File: src/rtl/irq_entry.sv
// rtl/irq_entry.sv - interrupt entry sequencer: prioritise request, push CPU state, fetch vector
module irq_entry (
  input  logic        clk,
  input  logic        reset,
  input  logic [3:0]  irq_req,
  input  logic [4:0]  irq_vector,
  input  logic [1:0]  cpu_i01,
  input  logic        instr_boundary,
  input  logic [15:0] pc,
  input  logic [7:0]  cb,
  input  logic [7:0]  sc,
  input  logic [15:0] sp,
  output logic [23:0] bus_address_out,
  output logic [7:0]  bus_data_out,
  output logic        bus_write,
  output logic        bus_read,
  input  logic [7:0]  bus_data_in,
  input  logic        bus_ack,
  output logic        busy,
  output logic        irq_ack,
  output logic [4:0]  ack_vector,
  output logic [15:0] new_pc,
  output logic [15:0] new_sp,
  output logic [1:0]  new_i01
);

  typedef enum logic [2:0] {
    IDLE, PUSH_CB, PUSH_PCH, PUSH_PCL, PUSH_SC, RD_VL, RD_VH, DONE
  } state_t;

  state_t      state;
  logic [4:0]  vec_q;
  logic [15:0] pc_q;
  logic [7:0]  sc_q;
  logic [15:0] sp_q;
  logic [1:0]  i01_q;
  logic [7:0]  vl_q;

  logic [1:0]  req_lvl;
  logic        take;

  // Level 0 here means no maskable request is pending.
  always_comb begin
    req_lvl = 2'd0;
    if (irq_req[2])      req_lvl = 2'd3;
    else if (irq_req[1]) req_lvl = 2'd2;
    else if (irq_req[0]) req_lvl = 2'd1;
  end

  assign take = (state == IDLE) && instr_boundary && (irq_req[3] || (req_lvl > cpu_i01));
  assign busy = (state != IDLE);

  function automatic logic [23:0] stack_addr(input logic [15:0] base, input logic [15:0] k);
    logic [15:0] a;
    a = base - k;
    return {8'h00, a};
  endfunction

  always_ff @(posedge clk or negedge reset) begin
    if (!reset) begin
      state           <= IDLE;
      vec_q           <= '0;
      pc_q            <= '0;
      sc_q            <= '0;
      sp_q            <= '0;
      i01_q           <= '0;
      vl_q            <= '0;
      bus_address_out <= '0;
      bus_data_out    <= '0;
      bus_write       <= 1'b0;
      bus_read        <= 1'b0;
      irq_ack         <= 1'b0;
      ack_vector      <= '0;
      new_pc          <= '0;
      new_sp          <= '0;
      new_i01         <= '0;
    end else begin
      irq_ack <= 1'b0;
      case (state)
        IDLE: begin
          if (take) begin
            vec_q           <= irq_vector;
            pc_q            <= pc;
            sc_q            <= sc;
            sp_q            <= sp;
            i01_q           <= irq_req[3] ? 2'd3 : req_lvl;
            bus_write       <= 1'b1;
            bus_address_out <= stack_addr(sp, 16'd1);
            bus_data_out    <= cb;
            state           <= PUSH_CB;
          end
        end
        PUSH_CB: begin
          if (bus_ack) begin
            bus_address_out <= stack_addr(sp_q, 16'd2);
            bus_data_out    <= pc_q[15:8];
            state           <= PUSH_PCH;
          end
        end
        PUSH_PCH: begin
          if (bus_ack) begin
            bus_address_out <= stack_addr(sp_q, 16'd3);
            bus_data_out    <= pc_q[7:0];
            state           <= PUSH_PCL;
          end
        end
        PUSH_PCL: begin
          if (bus_ack) begin
            bus_address_out <= stack_addr(sp_q, 16'd4);
            bus_data_out    <= sc_q;
            state           <= PUSH_SC;
          end
        end
        PUSH_SC: begin
          if (bus_ack) begin
            bus_write       <= 1'b0;
            bus_read        <= 1'b1;
            bus_address_out <= {18'd0, vec_q, 1'b0};
            bus_data_out    <= 8'h00;
            state           <= RD_VL;
          end
        end
        RD_VL: begin
          if (bus_ack) begin
            vl_q            <= bus_data_in;
            bus_address_out <= {18'd0, vec_q, 1'b1};
            state           <= RD_VH;
          end
        end
        RD_VH: begin
          if (bus_ack) begin
            bus_read        <= 1'b0;
            bus_address_out <= '0;
            new_pc          <= {bus_data_in, vl_q};
            new_sp          <= sp_q - 16'd4;
            new_i01         <= i01_q;
            ack_vector      <= vec_q;
            irq_ack         <= 1'b1;
            state           <= DONE;
          end
        end
        DONE: begin
          state <= IDLE;
        end
      endcase
    end
  end

endmodule

File: config.mk
export PLATFORM = sky130hd
export DESIGN_NAME = irq_entry
export DESIGN_NICKNAME = d
export VERILOG_FILES = /design/src/rtl/irq_entry.sv
export SDC_FILE = /design/constraint.sdc
export NUM_CORES = 1
export LEC_CHECK = 0
export CORE_MARGIN = 2
export CORE_UTILIZATION = 25
export DETAILED_ROUTE_END_ITERATION = 8
export SLEW_MARGIN = 10
export SYNTH_ARGS = -nofsm -noshare
export SYNTH_HDL_FRONTEND = slang
export SYNTH_SLANG_ARGS = --single-unit
File: constraint.sdc
create_clock -name clk -period 6.6 [get_ports clk]
set_clock_uncertainty 0.1 [all_clocks]
set_input_delay 0.99 -clock clk [delete_from_list [all_inputs] [get_ports clk]]
set_output_delay 0.99 -clock clk [all_outputs]
set_load 0.005 [all_outputs]
* Word-level counts from Yosys, hierarchy flattened
Index checks and enable logic that the tools add are counted.
** Word-level totals
- Input port bits :: 71
- Register bits after elaboration :: 132
- Word-level logic and storage cells :: 85
- Output and inout port bits :: 75
** Cells by class
- Reduce and logical (&&, ||, !) cells :: 17
- Equality and inequality tests :: 14
- Add/subtract/negate cells :: 4
- Muxes and demuxes :: 33
- $lt $le $gt $ge :: 1
** Operators by type and width (count)
- two-way mux 24 bit :: 7
- case mux 24 bit (7 select lines) :: 1
- two-way mux 8 bit :: 5
- case mux 8 bit (5 select lines) :: 1
- subtractor 16 x 2 -> 16 bit, second input constant :: 2
- case mux 3 bit (8 select lines) :: 1
- two-way mux 3 bit :: 7
- subtractor 16 x 1 -> 16 bit, second input constant :: 1
- subtractor 16 x 3 -> 16 bit, second input constant :: 1
- inequality test 2 bit, second input constant :: 7
- equality test 3 bit, second input constant :: 4
- AND reduction 8 bit :: 1
- AND reduction 7 bit :: 1
- nonzero test 7 bit :: 1
- equality test 3 x 2 -> 1 bit, second input constant :: 2
- two-way mux 1 bit :: 6
- two-way mux 2 bit :: 3
- AND reduction 2 bit :: 3
- AND reduction 3 bit :: 2
- AND reduction 6 bit :: 1
- nonzero test 5 bit :: 1
- case mux 1 bit (2 select lines) :: 2
- nonzero test 2 bit :: 2
- equality test 3 x 1 -> 1 bit, second input constant :: 1
- other kinds (5) :: 6

* Longest topological paths before layout
- Depth after elaboration :: 8
- Mapped depth :: 9
- Gate-level depth less buffers :: 8

* Least setup slack after synthesis
No wires, ideal clock.
- Kind :: input to register
- From :: in irq_req[1]
- To :: reg pc_q[0]
- Arrival :: 3.031 ns
- Setup slack :: 3.345 ns
- Stages :: 7
- Buffers on the path :: 1
- Path through :: or2_2 ha_1 nor2b_1 o21a_1 o211ai_1 clkbuf_1 mux2_2
** Between the ends
- Longest elaborated chain between the ends :: 6
** RTL lines
- start: declaration :: RTL line 5 : input logic [3:0] irq_req,
- two-way mux 2 bit :: RTL line 46 : else if (irq_req[1]) req_lvl = 2'd2;
- two-way mux 2 bit :: RTL line 45 : if (irq_req[2]) req_lvl = 2'd3;
- > comparator 2 bit :: RTL line 50 : assign take = (state == IDLE) && instr_boundary && (irq_req[3] || (req_lvl > cpu_i01));
- logical OR 1 bit :: RTL line 50
- logical AND 1 bit :: RTL line 50
- AND reduction 2 bit (no line)
- end signal: assignment :: RTL line 83 : pc_q <= pc;
- end: declaration :: RTL line 33 : logic [15:0] pc_q;
Every way passes these cells.
A chain may end at the register's enable or synchronous reset.

* Final worst setup path
- From :: reg state[0]
- To :: out busy
** Between the ends
- Longest elaborated chain between the ends :: 1
** RTL lines
- start: declaration :: RTL line 31 : state_t state;
- start signal: assignment :: RTL line 61 : state <= IDLE;
- start signal: assignment :: RTL line 90 : state <= PUSH_CB;
- start signal: assignment :: RTL line 97 : state <= PUSH_PCH;
- nonzero test 3 bit :: RTL line 51 : assign busy = (state != IDLE);
- end: declaration :: RTL line 19 : output logic busy,
Every way passes these cells.

==> impl_metrics.py <==
metrics = {
    "synthesis": {
        "syn-instance-count": 667,
        "synth-compound-area-share_pct": 14.2,
        "seq_area_frac_synth_pct": 45.9,
        "ys_async_sr_fraction_pct": 100,
        "synth_top_area_cell": "dfrtp_1",
        "synth_seq_cells": 124,
        "synth_area_leaders": "dfrtp_1, mux2_2, nand2_1",
        "synth-xor-area-share_pct": 3.50,
        "synth_edf_count": 0,
        "synth_warnings": 0,
        "synth_area_um2": 6770,
        "synth_fa_ha_area_share_pct": 1.48,
        "ys.flop_type": "dfrtp_1",
        "synth_mux_area_share_pct": 15.4,
        "syn_avg_cell_area_um2": 10.1,
        "synth-simple-area-share_pct": 15.1,
        "synth_cell_types": 69,
        "synth_top_family_by_area": "multiplexers",
        "synth_top_area_share_pct": 45.9,
    },
    "timing": {
        "worstMarginPinSlew_ps": 1090,
        "finalSetupViolCount": 0,
        "setup_tns_ps": 0,
        "finalCritPeriodShare_pct": 53.2,
        "rsz0062_at_grt": "no",
        "maxSlewViolCount": 0,
        "hold_viol_final": 0,
        "slew_headroom_pct": 26.8,
        "period_minus_slack_ps": 3510,
        "fmax_mhz": 285,
    },
    "clock_tree": {
        "clkTransAtPathRegs_ps": 60,
        "cts_resized": 0,
        "htree_num_levels": 4,
        "cts_setup_buffers": 0,
        "cts_hold_buffers": 0,
        "cts_root_buf": "clkbuf_16",
        "worstSkewPairLatency_ps": 420,
        "cts_sinks": 124,
        "cts_tree": "done",
        "clock_path_buffers": 2,
        "numCtsBuffers": 17,
    },
    "floorplan": {
        "row_count": 60,
        "ios": 146,
        "fp.dieW_um": 169,
        "die_y_um": 169,
        "dieArea_um2": 28400,
        "core_region_area_um2": 26700,
        "start_util_pct": 25.3,
    },
    "drt": {
        "drc": 0,
        "vias": 5564,
        "drt-initial-drc-count": 548,
        "first_pass_iters": 5,
        "wirelength_um": 20300,
        "antenna_left": 0,
        "vias_per_cell": 4.86,
        "routedWlPerCell_um": 17.7,
    },
    "pwr": {
        "ir_drop_mv": 0.171,
        "power_density_nw_per_um2": 489,
        "power.static_leakage_nw": 3.68,
    },
    "layout": {
        "mostFrequentLayoutCells": "clkdlybuf4s50_1, dfrtp_1, nand2_1",
        "fin_cells": 1144,
        "area_growth_pct": 32.9,
        "final_area_um2": 8990,
        "final_common_cell": "clkdlybuf4s50_1",
        "drive_gt1_share_pct": 16.3,
        "finalNetCount": 869,
        "insertedDiodeCount": 0,
    },
    "placement": {
        "placed_area_um2": 8450,
        "gp_congestion": 0.838,
        "dp.cells": 1112,
        "io_buffer_count": 137,
        "dp_hpwl_um": 14500,
    },
    "critical_path": {
        "crit_arrival_ps": 2420,
        "crit_type": "reg2out",
        "required_ps": 5510,
        "reg2reg_slack_ps": 3490,
        "reg2regPathDepth": 7,
        "worst_setup_path_start_kind": "register",
        "crit_fanout": 12,
        "cp-end-kind": "output port",
    },
    "worst_hold_path": {
        "holdCritPathClass": "reg2reg",
        "min_path_cells": 2,
    },
    "grt": {
        "grt_start_max_net_pins": 66,
        "grt_pass1_wl_um": 31300,
        "grt.total_usage_pct": 14.2,
        "grt.overflow.total": 0,
        "first_global_vias": 5423,
        "grt_antenna_before_repair": 0,
    },
    "outcome": {
        "outcome": "finished clean",
    },
    "flow_run": {
        "cap_violations": 0,
    },
}
## cell families (layout without fill, tap and decap cells)
group,after synthesis,count (layout)
adders and majority gates,8,8
xor gates and xnor gates,27,27
other,1,8
muxes,85,85
DFF,124,124
AOI/OAI and AO/OA,143,143
buffers and inverters,70,199
and+or+nand+nor,209,209
## critical path: stages, from the launching register on
cell,delay (ps)
dfrtp_1,640
nor3_1,580
inv_1,250
clkdlybuf4s50_1,530
## synthesized netlist by cell type, drive strengths merged (4+ instances only)
| cell | n |
|---|---|
| a31oi | 8 |
| xor2 | 6 |
| o211ai | 6 |
| nand3b | 4 |
| a21oi | 14 |
| nand4 | 4 |
| xnor2 | 21 |
| a22oi | 5 |
| nor2 | 20 |
| nand2b | 8 |
| nor3b | 4 |
| clkbuf | 35 |
| inv | 17 |
| nand3 | 8 |
| nor4 | 11 |
| nor3 | 6 |
| buf | 16 |
| or2 | 4 |
| or4 | 6 |
| dfrtp | 124 |
| nand2 | 110 |
| and3 | 4 |
| mux2i | 7 |
| and2 | 4 |
| a22o | 4 |
| ha | 8 |
| o221ai | 4 |
| o21a | 4 |
| o2bb2ai | 7 |
| mux4 | 8 |
| o21ai | 48 |
| nor2b | 10 |
| a211oi | 7 |
| a21boi | 5 |
| mux2 | 70 |
## metrics by stage
step	total power [mW]	utilization, %	hold WS [ps]	worst slack (ps)
after detailed placement	3.53	31.6	348	2860
after global placement	3.50	31.6	341	2910
after global routing	4.69	33.6	384	2910
after floorplan	2.64	-	333	3340
after CTS	4.43	33.6	363	3080
final	4.40	33.6	363	3090
## metal layers
layer / wire [um] / global-route usage, % / vias up / share of wire [%]
li1: - / - / 2628 / -
met1: 9390 / 19.9 / 2702 / 46
met2: 9120 / 21.3 / 215 / 45
met3: 1420 / 3.65 / 19 / 7.0
met4: 334 / 5.13 / 0 / 1.6
met5: 0 / 0 / - / 0
## worst paths after layout
path	from	end
worst max register to register	state[0]	new_pc[2]
min in group asynchronous	reset	bus_address_out[12]
worst min-delay path	vl_q[7]	new_pc[7]
worst min register to register	vl_q[7]	new_pc[7]
max in group asynchronous	reset	vec_q[0]
worst max-delay path	state[0]	busy
## where the power goes
| group | leakage [nW] | internal (mW) | switching, mW |
|---|---|---|---|
| sequential | 1.52 | 1.14 | 0.346 |
| combinational | 1.90 | 1.09 | 0.951 |
| clock | 0.256 | 0.487 | 0.388 |
## cell type report
cell class                      instances  area [um^2]
Clock buffer                           18          429
Fill cell                            2731        17700
Multi-Input combinational cell        480         3390
Sequential cell                       124         3100
Timing Repair Buffer                  148         1460
Clock inverter                         14          113
Inverter                               19         71.3
Tap cell                              341          427
## state kept, by name, summed over array words and instances, names as in the netlist, 2 cells and up
name	cells
i01_q	2
state	3
new_pc	16
sc_q	8
new_sp	16
vec_q	5
ack_vector	5
sp_q	16
bus_address_out	16
pc_q	16
bus_data_out	8
vl_q	8
new_i01	2
No activity file was read; power rests on OpenSTA's default activity.
